`config.mk`:
```
export PLATFORM = sky130hd
export DESIGN_NAME = neuron_layer_driver
export DESIGN_NICKNAME = d
export VERILOG_FILES = /design/src/rtl/neuron_layer_driver.sv
export SDC_FILE = /design/constraint.sdc
export NUM_CORES = 1
export LEC_CHECK = 0
export ABC_AREA = 1
export CAP_MARGIN = 5
export CORE_AREA = 2 2 169 171
export DETAILED_ROUTE_END_ITERATION = 10
export DIE_AREA = 0 0 171 173
export GPL_TIMING_DRIVEN = 1
export PLACE_DENSITY_LB_ADDON = 0.1
export SLEW_MARGIN = 20
export SYNTH_ARGS = -nofsm -noshare
export SYNTH_HDL_FRONTEND = slang
export SYNTH_SLANG_ARGS = --single-unit
```
`constraint.sdc`:
```
create_clock -name clk -period 1.7 [get_ports clk]
set_input_delay 0.255 -clock clk [delete_from_list [all_inputs] [get_ports clk]]
set_output_delay 0.255 -clock clk [all_outputs]
set_load 0.05 [all_outputs]
```
`src/rtl/neuron_layer_driver.sv`:
```
// Layer sequencer for a serial neuron MAC: walks every neuron of a layer,
// fetches its weights and bias, issues one MAC operation per neuron and
// collects the results into a single vector offered under valid/ready.
module neuron_layer_driver #(
   parameter int NUM_INPUTS  = 8,
   parameter int NUM_NEURONS = 4,
   parameter int X_W         = 8,
   parameter int W_W         = 8,
   parameter int B_W         = 32,
   parameter int OUT_W       = 16,
   parameter int ADDR_W      = 2
) (
   input  logic                         clk,
   input  logic                         rst,
   input  logic                         cmd_valid,
   output logic                         cmd_ready,
   input  logic [NUM_INPUTS*X_W-1:0]    cmd_x_flat,
   input  logic [1:0]                   cmd_act_sel,
   input  logic [NUM_INPUTS-1:0]        cmd_mask,
   output logic                         prm_rd_en,
   output logic [ADDR_W-1:0]            prm_rd_addr,
   input  logic [NUM_INPUTS*W_W-1:0]    prm_rd_w,
   input  logic [B_W-1:0]               prm_rd_bias,
   output logic                         mac_in_valid,
   input  logic                         mac_in_ready,
   output logic [B_W-1:0]               mac_bias,
   output logic [NUM_INPUTS*X_W-1:0]    mac_x_flat,
   output logic [NUM_INPUTS*W_W-1:0]    mac_w_flat,
   output logic [1:0]                   mac_act_sel,
   output logic [NUM_INPUTS-1:0]        mac_mask_flat,
   input  logic                         mac_out_valid,
   input  logic [OUT_W-1:0]             mac_out_data,
   output logic                         res_valid,
   input  logic                         res_ready,
   output logic [NUM_NEURONS*OUT_W-1:0] res_flat,
   output logic                         busy,
   output logic                         err_stray
);

   typedef enum logic [2:0] {
      S_IDLE        = 3'd0,
      S_FETCH       = 3'd1,
      S_WAIT_DATA   = 3'd2,
      S_ISSUE       = 3'd3,
      S_WAIT_RESULT = 3'd4,
      S_DONE        = 3'd5
   } state_t;

   localparam logic [ADDR_W-1:0] LAST_N = ADDR_W'(NUM_NEURONS - 1);

   state_t                        state_q, state_d;
   logic [ADDR_W-1:0]             n_q, n_d;
   logic [ADDR_W-1:0]             addr_q, addr_d;
   logic [NUM_INPUTS*X_W-1:0]     x_q, x_d;
   logic [NUM_INPUTS*W_W-1:0]     w_q, w_d;
   logic [B_W-1:0]                bias_q, bias_d;
   logic [1:0]                    sel_q, sel_d;
   logic [NUM_INPUTS-1:0]         mask_q, mask_d;
   logic [NUM_NEURONS*OUT_W-1:0]  res_q, res_d;
   logic                          err_q, err_d;

   // Next-state, payload capture, result collection and stray detection.
   always_comb begin
      state_d = state_q;
      n_d     = n_q;
      addr_d  = addr_q;
      x_d     = x_q;
      w_d     = w_q;
      bias_d  = bias_q;
      sel_d   = sel_q;
      mask_d  = mask_q;
      res_d   = res_q;

      // A result is only expected while waiting for one; anything else is stray.
      if (mac_out_valid && (state_q != S_WAIT_RESULT)) begin
         err_d = 1'b1;
      end else begin
         err_d = err_q;
      end

      case (state_q)
         S_IDLE: begin
            if (cmd_valid) begin
               x_d     = cmd_x_flat;
               sel_d   = cmd_act_sel;
               mask_d  = cmd_mask;
               res_d   = '0;
               n_d     = '0;
               addr_d  = '0;
               state_d = S_FETCH;
            end else begin
               state_d = S_IDLE;
            end
         end
         S_FETCH: begin
            state_d = S_WAIT_DATA;
         end
         S_WAIT_DATA: begin
            w_d     = prm_rd_w;
            bias_d  = prm_rd_bias;
            state_d = S_ISSUE;
         end
         S_ISSUE: begin
            if (mac_in_ready) begin
               state_d = S_WAIT_RESULT;
            end else begin
               state_d = S_ISSUE;
            end
         end
         S_WAIT_RESULT: begin
            if (mac_out_valid) begin
               for (int k = 0; k < NUM_NEURONS; k++) begin
                  if (n_q == ADDR_W'(k)) begin
                     res_d[k*OUT_W +: OUT_W] = mac_out_data;
                  end else begin
                     res_d[k*OUT_W +: OUT_W] = res_q[k*OUT_W +: OUT_W];
                  end
               end
               if (n_q == LAST_N) begin
                  state_d = S_DONE;
               end else begin
                  n_d     = n_q + 1'b1;
                  addr_d  = n_q + 1'b1;
                  state_d = S_FETCH;
               end
            end else begin
               state_d = S_WAIT_RESULT;
            end
         end
         S_DONE: begin
            if (res_ready) begin
               state_d = S_IDLE;
            end else begin
               state_d = S_DONE;
            end
         end
         default: begin
            state_d = S_IDLE;
         end
      endcase
   end

   // State and datapath registers with synchronous reset.
   always_ff @(posedge clk) begin
      if (rst) begin
         state_q <= S_IDLE;
         n_q     <= '0;
         addr_q  <= '0;
         x_q     <= '0;
         w_q     <= '0;
         bias_q  <= '0;
         sel_q   <= 2'b00;
         mask_q  <= '0;
         res_q   <= '0;
         err_q   <= 1'b0;
      end else begin
         state_q <= state_d;
         n_q     <= n_d;
         addr_q  <= addr_d;
         x_q     <= x_d;
         w_q     <= w_d;
         bias_q  <= bias_d;
         sel_q   <= sel_d;
         mask_q  <= mask_d;
         res_q   <= res_d;
         err_q   <= err_d;
      end
   end

   assign cmd_ready     = (state_q == S_IDLE);
   assign busy          = (state_q != S_IDLE);
   assign prm_rd_en     = (state_q == S_FETCH);
   assign prm_rd_addr   = addr_q;
   assign mac_in_valid  = (state_q == S_ISSUE);
   assign res_valid     = (state_q == S_DONE);
   assign mac_bias      = bias_q;
   assign mac_x_flat    = x_q;
   assign mac_w_flat    = w_q;
   assign mac_act_sel   = sel_q;
   assign mac_mask_flat = mask_q;
   assign res_flat      = res_q;
   assign err_stray     = err_q;

endmodule
```
# After elaboration in Yosys (flattened, before gate mapping)
# Cells that the tools add are included.
[word_totals]
ff_bits = 240
inputBits = 192
[op_classes]
add_sub_neg = 1
eq_ne = 16
n_mux = 17
reduce_logical = 11
[ops]
columns = ["op", "count"]
rows = [
  ["$mux W64", 2],
  ["$pmux W64 S2", 1],
  ["$mux W16", 4],
  ["$reduce_and A4 Y1", 5],
  ["$pmux W3 S6", 1],
  ["$ne A2 B2 Y1 const B", 7],
  ["$mux W3", 4],
  ["$eq A3 B2 Y1 const B", 2],
  ["$eq A3 B3 Y1 const B", 2],
  ["$mux W2", 3],
  ["$eq A2 B2 Y1 const B", 2],
  ["$pmux W2 S2", 1],
  ["$eq A3 B1 Y1 const B", 1],
  ["$logic_not A3 Y1", 1],
  ["$ne A3 B3 Y1 const B", 1],
  ["$reduce_bool A3 Y1", 1],
  ["$add A2 B1 Y2 const B", 1],
  ["$eq A2 B1 Y1 const B", 1],
  ["$logic_not A2 Y1", 1],
  ["$reduce_and A2 Y1", 1],
  ["$reduce_bool A2 Y1", 1],
  ["$logic_and A1 B1 Y1", 1],
  ["$mux W1", 1],
]

# Depth between registers and ports, before layout
[depth]
word_depth = 4
depth_mapped = 9
mapped_depth_nobuf = 8

# Least setup slack after synthesis
# Ideal clock, no wire load.
[synth_timing]
path_kind = "register to output"
from = "reg state_q[0]"
to = "out mac_in_valid"
t_arrival_ns = 1.870
slack_ns = -0.425
stages_incl_launch_ff = 5
path_buffers = 2
cell_sequence = "dfxtp_1 > buf_2 > inv_2 > clkbuf_1 > nor3_1"
[synth_via]
elab_chain_len = 1
[synth_lines]
columns = ["item", "line", "rtl"]
rows = [
  ["from (decl)", "51", "state_t state_q, state_d;"],
  ["from (signal assigned)", "157", "state_q <= state_d;"],
  ["$eq A3 B2 Y1", "174", "assign mac_in_valid = (state_q == S_ISSUE);"],
  ["to (decl)", "24", "output logic mac_in_valid,"],
]
# No other way between the ends.

# Worst setup path in the final report
[layout_timing]
from = "reg state_q[2]"
to = "out cmd_ready"
[layout_via]
elab_chain_len = 1
[layout_lines]
columns = ["item", "line", "rtl"]
rows = [
  ["$logic_not A3 Y1", "170", "assign cmd_ready = (state_q == S_IDLE);"],
  ["to (decl)", "16", "output logic cmd_ready,"],
]
# No other way between the ends.

==> run_results.csv <==
group,metric,value,unit
clocking,clk_latency,0.55,ns
routing,first_iter_violations,571,
critical_path,crit_required,1.44,ns
logic_synthesis,syn-instance-count,1208,
critical_path,max_stage_delay,0.39,ns
status,status,"finished, final reports clean",
floorplanning,fp.coreArea,27600,sq um
routing,ant_nets,0,
job,maxCapViolCount,0,
clocking,cts_sinks,240,
final_layout,regArea,4820,sq um
routing,dr_total_vias,9694,
critical_path,cp_data_arrival_time,1.40,ns
final_layout,final_util,0.533,
final_layout,stdcell_area,14700,sq um
critical_path,slowest_stage,"dfxtp_4",
routing,drc,0,
routing,viasPerCell,4.82,
clocking,numCtsBuffers,29,
min_path,min_path_type,"input port to flop",
clocking,clk_path_buf_depth,3,
sta,finalCritPeriodShare,0.976,
critical_path,critPathMaxFanout,4,
critical_path,cp_top_family,"flip-flops",
sta,rsz0062_at_grt,"true",
min_path,hold_depth,4,
sta,hold_viol_final,0,
logic_synthesis,avgSynthCellArea,7.75,sq um
critical_path,crit_cells,5,
global_routing,first_global_vias,8875,
critical_path,endpoint_kind,"output port",
logic_synthesis,synth_top_area_share,0.513,
clocking,tritoncts,"done",
logic_synthesis,synth_area,9370,sq um
power_and_ir_drop,power_leakage,0.00631,uW
floorplanning,die-area,29600,sq um
sta,skew,0.0153,ns
critical_path,worstRegToRegCells,5,
sta,fin_crit,1.66,ns
logic_synthesis,synth_fp_nets,1404,
sta,setup_violations,0,
routing,wl_per_cell,17.0,um
clocking,cts_root_buffer,"clkbuf_16",
floorplanning,dieWidth,171,um
routing,dr.pass1.iters,4,
global_routing,grt_start_max_net_pins,105,
floorplanning,num_rows,61,
critical_path,crit_buf_inv,4,
routing,routed_wl,34.2,mm
place,globalplace.congestion,0.790,
global_routing,grt_pass1_wl,51.3,mm
clocking,path_clk_slew,0.06,ns
sta,slew-limit-headroom,0.663,
sta,setup_slack,0.0406,ns
final_layout,fill_cells,2678,
global_routing,grt.total_usage,0.216,
logic_synthesis,yosys-top-cells-area,"dfxtp_1, a21oi_1, nand2_1",
logic_synthesis,synth_top_area_cell,"dfxtp_1",
logic_synthesis,synth.distinct_cells,20,
critical_path,worstPathCellList,"inv_4, nand2_4, inv_4, buf_12, buf_12",
place,place_area,13600,sq um
sta,tns,0,ns
floorplanning,start_util,0.339,
sta,maxClockFrequency,603,MHz
logic_synthesis,synth_seq_area_share,0.513,
floorplanning,ioPinCount,434,
clocking,htreeDepth,1,
power_and_ir_drop,pwr_density_cell,1190,nW/um^2
power_and_ir_drop,ir_drop,0.000872,V
global_routing,gr-total-overflow,0,
critical_path,startpoint_type,"flop",
logic_synthesis,ys_ff_latch,240,
global_routing,antenna_found_initial,1,
final_layout,syn_to_final_growth,57.2,%
place,portBuffers,433,
sta,worst_hold_slack,0.185,ns
final_layout,multi_input_area,3990,sq um
logic_synthesis,ys.warnings.count,0,
sta,slew_viol_final,0,
critical_path,worstSetupPathType,"flop to output port",
place,dpl.hpwl,22.9,mm
final_layout,drive_above_1_share,0.218,
final_layout,fin_nets,1804,
sta,worst_pin_slew,0.505,ns
place,dp_slack,0.0861,ns
floorplanning,die_h,173,um
-- cell usage in the layout (no fill, tap or decap), drive strengths merged, types with 2 or more instances in the layout --
cell	synthesis	routed
clkbuf	61	43
nor2	87	87
a21oi	238	238
nand3	183	183
nand2	246	246
clkinv	0	6
clkdlybuf4s50	0	189
buf	49	289
ha	4	4
nand3b	64	64
bufinv	0	2
inv	32	34
nor3	2	2
dfxtp	240	240
-- report_power, final --
part           internal [uW]  total [uW]  switching, uW  leakage [uW]
Sequential              6110        6380            275       0.00197
Combinational           1770        4980           3200       0.00388
Clock                   3670        6130           2460      0.000465
Total                  11600       17500           5940       0.00631
-- cell families (layout without fill, tap and decap cells) --
family	count (synthesis)	after routing	share of synthesized area
other	0	1	0
buffers and inverters	142	565	0.0662
flip-flops	240	240	0.513
AO/OA/AOI/OAI	239	239	0.128
adder cells (fa/ha/maj)	4	4	0.00534
AND/OR/NAND/NOR	583	583	0.288
-- final timing paths --
path	from	endpoint	slack (ns)
setup reg to reg	state_q[2]$_SDFF_PP0_	mac_w_flat[28]$_SDFFE_PP0P_	0.20
setup / recovery	state_q[2]$_SDFF_PP0_	cmd_ready	0.04
hold reg to reg	mac_w_flat[57]$_SDFFE_PP0P_	mac_w_flat[57]$_SDFFE_PP0P_	0.46
hold / removal	rst	res_flat[40]$_SDFFE_PP0P_	0.19
-- through the flow --
stage / cells / total power, uW
floorplan: 1208 / 9630
global placement: 1948 / 11400
detailed placement: 1948 / 11400
CTS: 2008 / 17700
global route: 2010 / 18200
finish: 2010 / 17500
-- layer usage --
layer	track usage	part of all wire	vias to the layer above	wire length, um
met3	0.0595	0.076	46	2590
met4	0.0526	0.023	0	780
met2	0.367	0.49	326	16600
met5	0	0	-	0
li1	-	-	4826	-
met1	0.271	0.42	4496	14200
-- Yosys cell counts (all sizes together) --
| cell type | instances |
|---|---|
| clkbuf | 61 |
| nand3 | 183 |
| a21oi | 238 |
| nand4 | 1 |
| o21ai | 1 |
| nand2 | 246 |
| ha | 4 |
| nand3b | 64 |
| buf | 49 |
| nor2 | 87 |
| nor3 | 2 |
| dfxtp | 240 |
| inv | 32 |
-- layout make-up --
class,count,area share
well taps,378,0.0321
clock inverters,11,0.00782
flip-flops and latches,240,0.327
multi-input cells,826,0.271
inverters,32,0.00867
clock buffers,43,0.0562
diodes,1,0.000170
repair buffers,479,0.297
-- sequential cells by signal (all words and copies together), names as in the netlist --
name,count
mac_w_flat,64
mac_bias,32
err_stray,1
state_q,3
mac_act_sel,2
mac_x_flat,64
mac_mask_flat,8
res_flat,64
prm_rd_addr,2
-- worst min-delay path, cell delays in order --
cell     delay, ns
buf_4         0.12
inv_2         0.15
nand2_1       0.11
nor2_1        0.03
-- timing repair --
| item | 4_1_cts | 5_1_grt |
|---|---|---|
| cloned | 1 | 0 |
| gates resized for setup | 15 | 3 |
| hold buffers | 0 | 0 |
| setup endpoints to repair | 5 | 3 |
| buffers inserted | 5 | 1 |
| pin swaps | 2 | 1 |
Power figures use the tool's default switching activity.
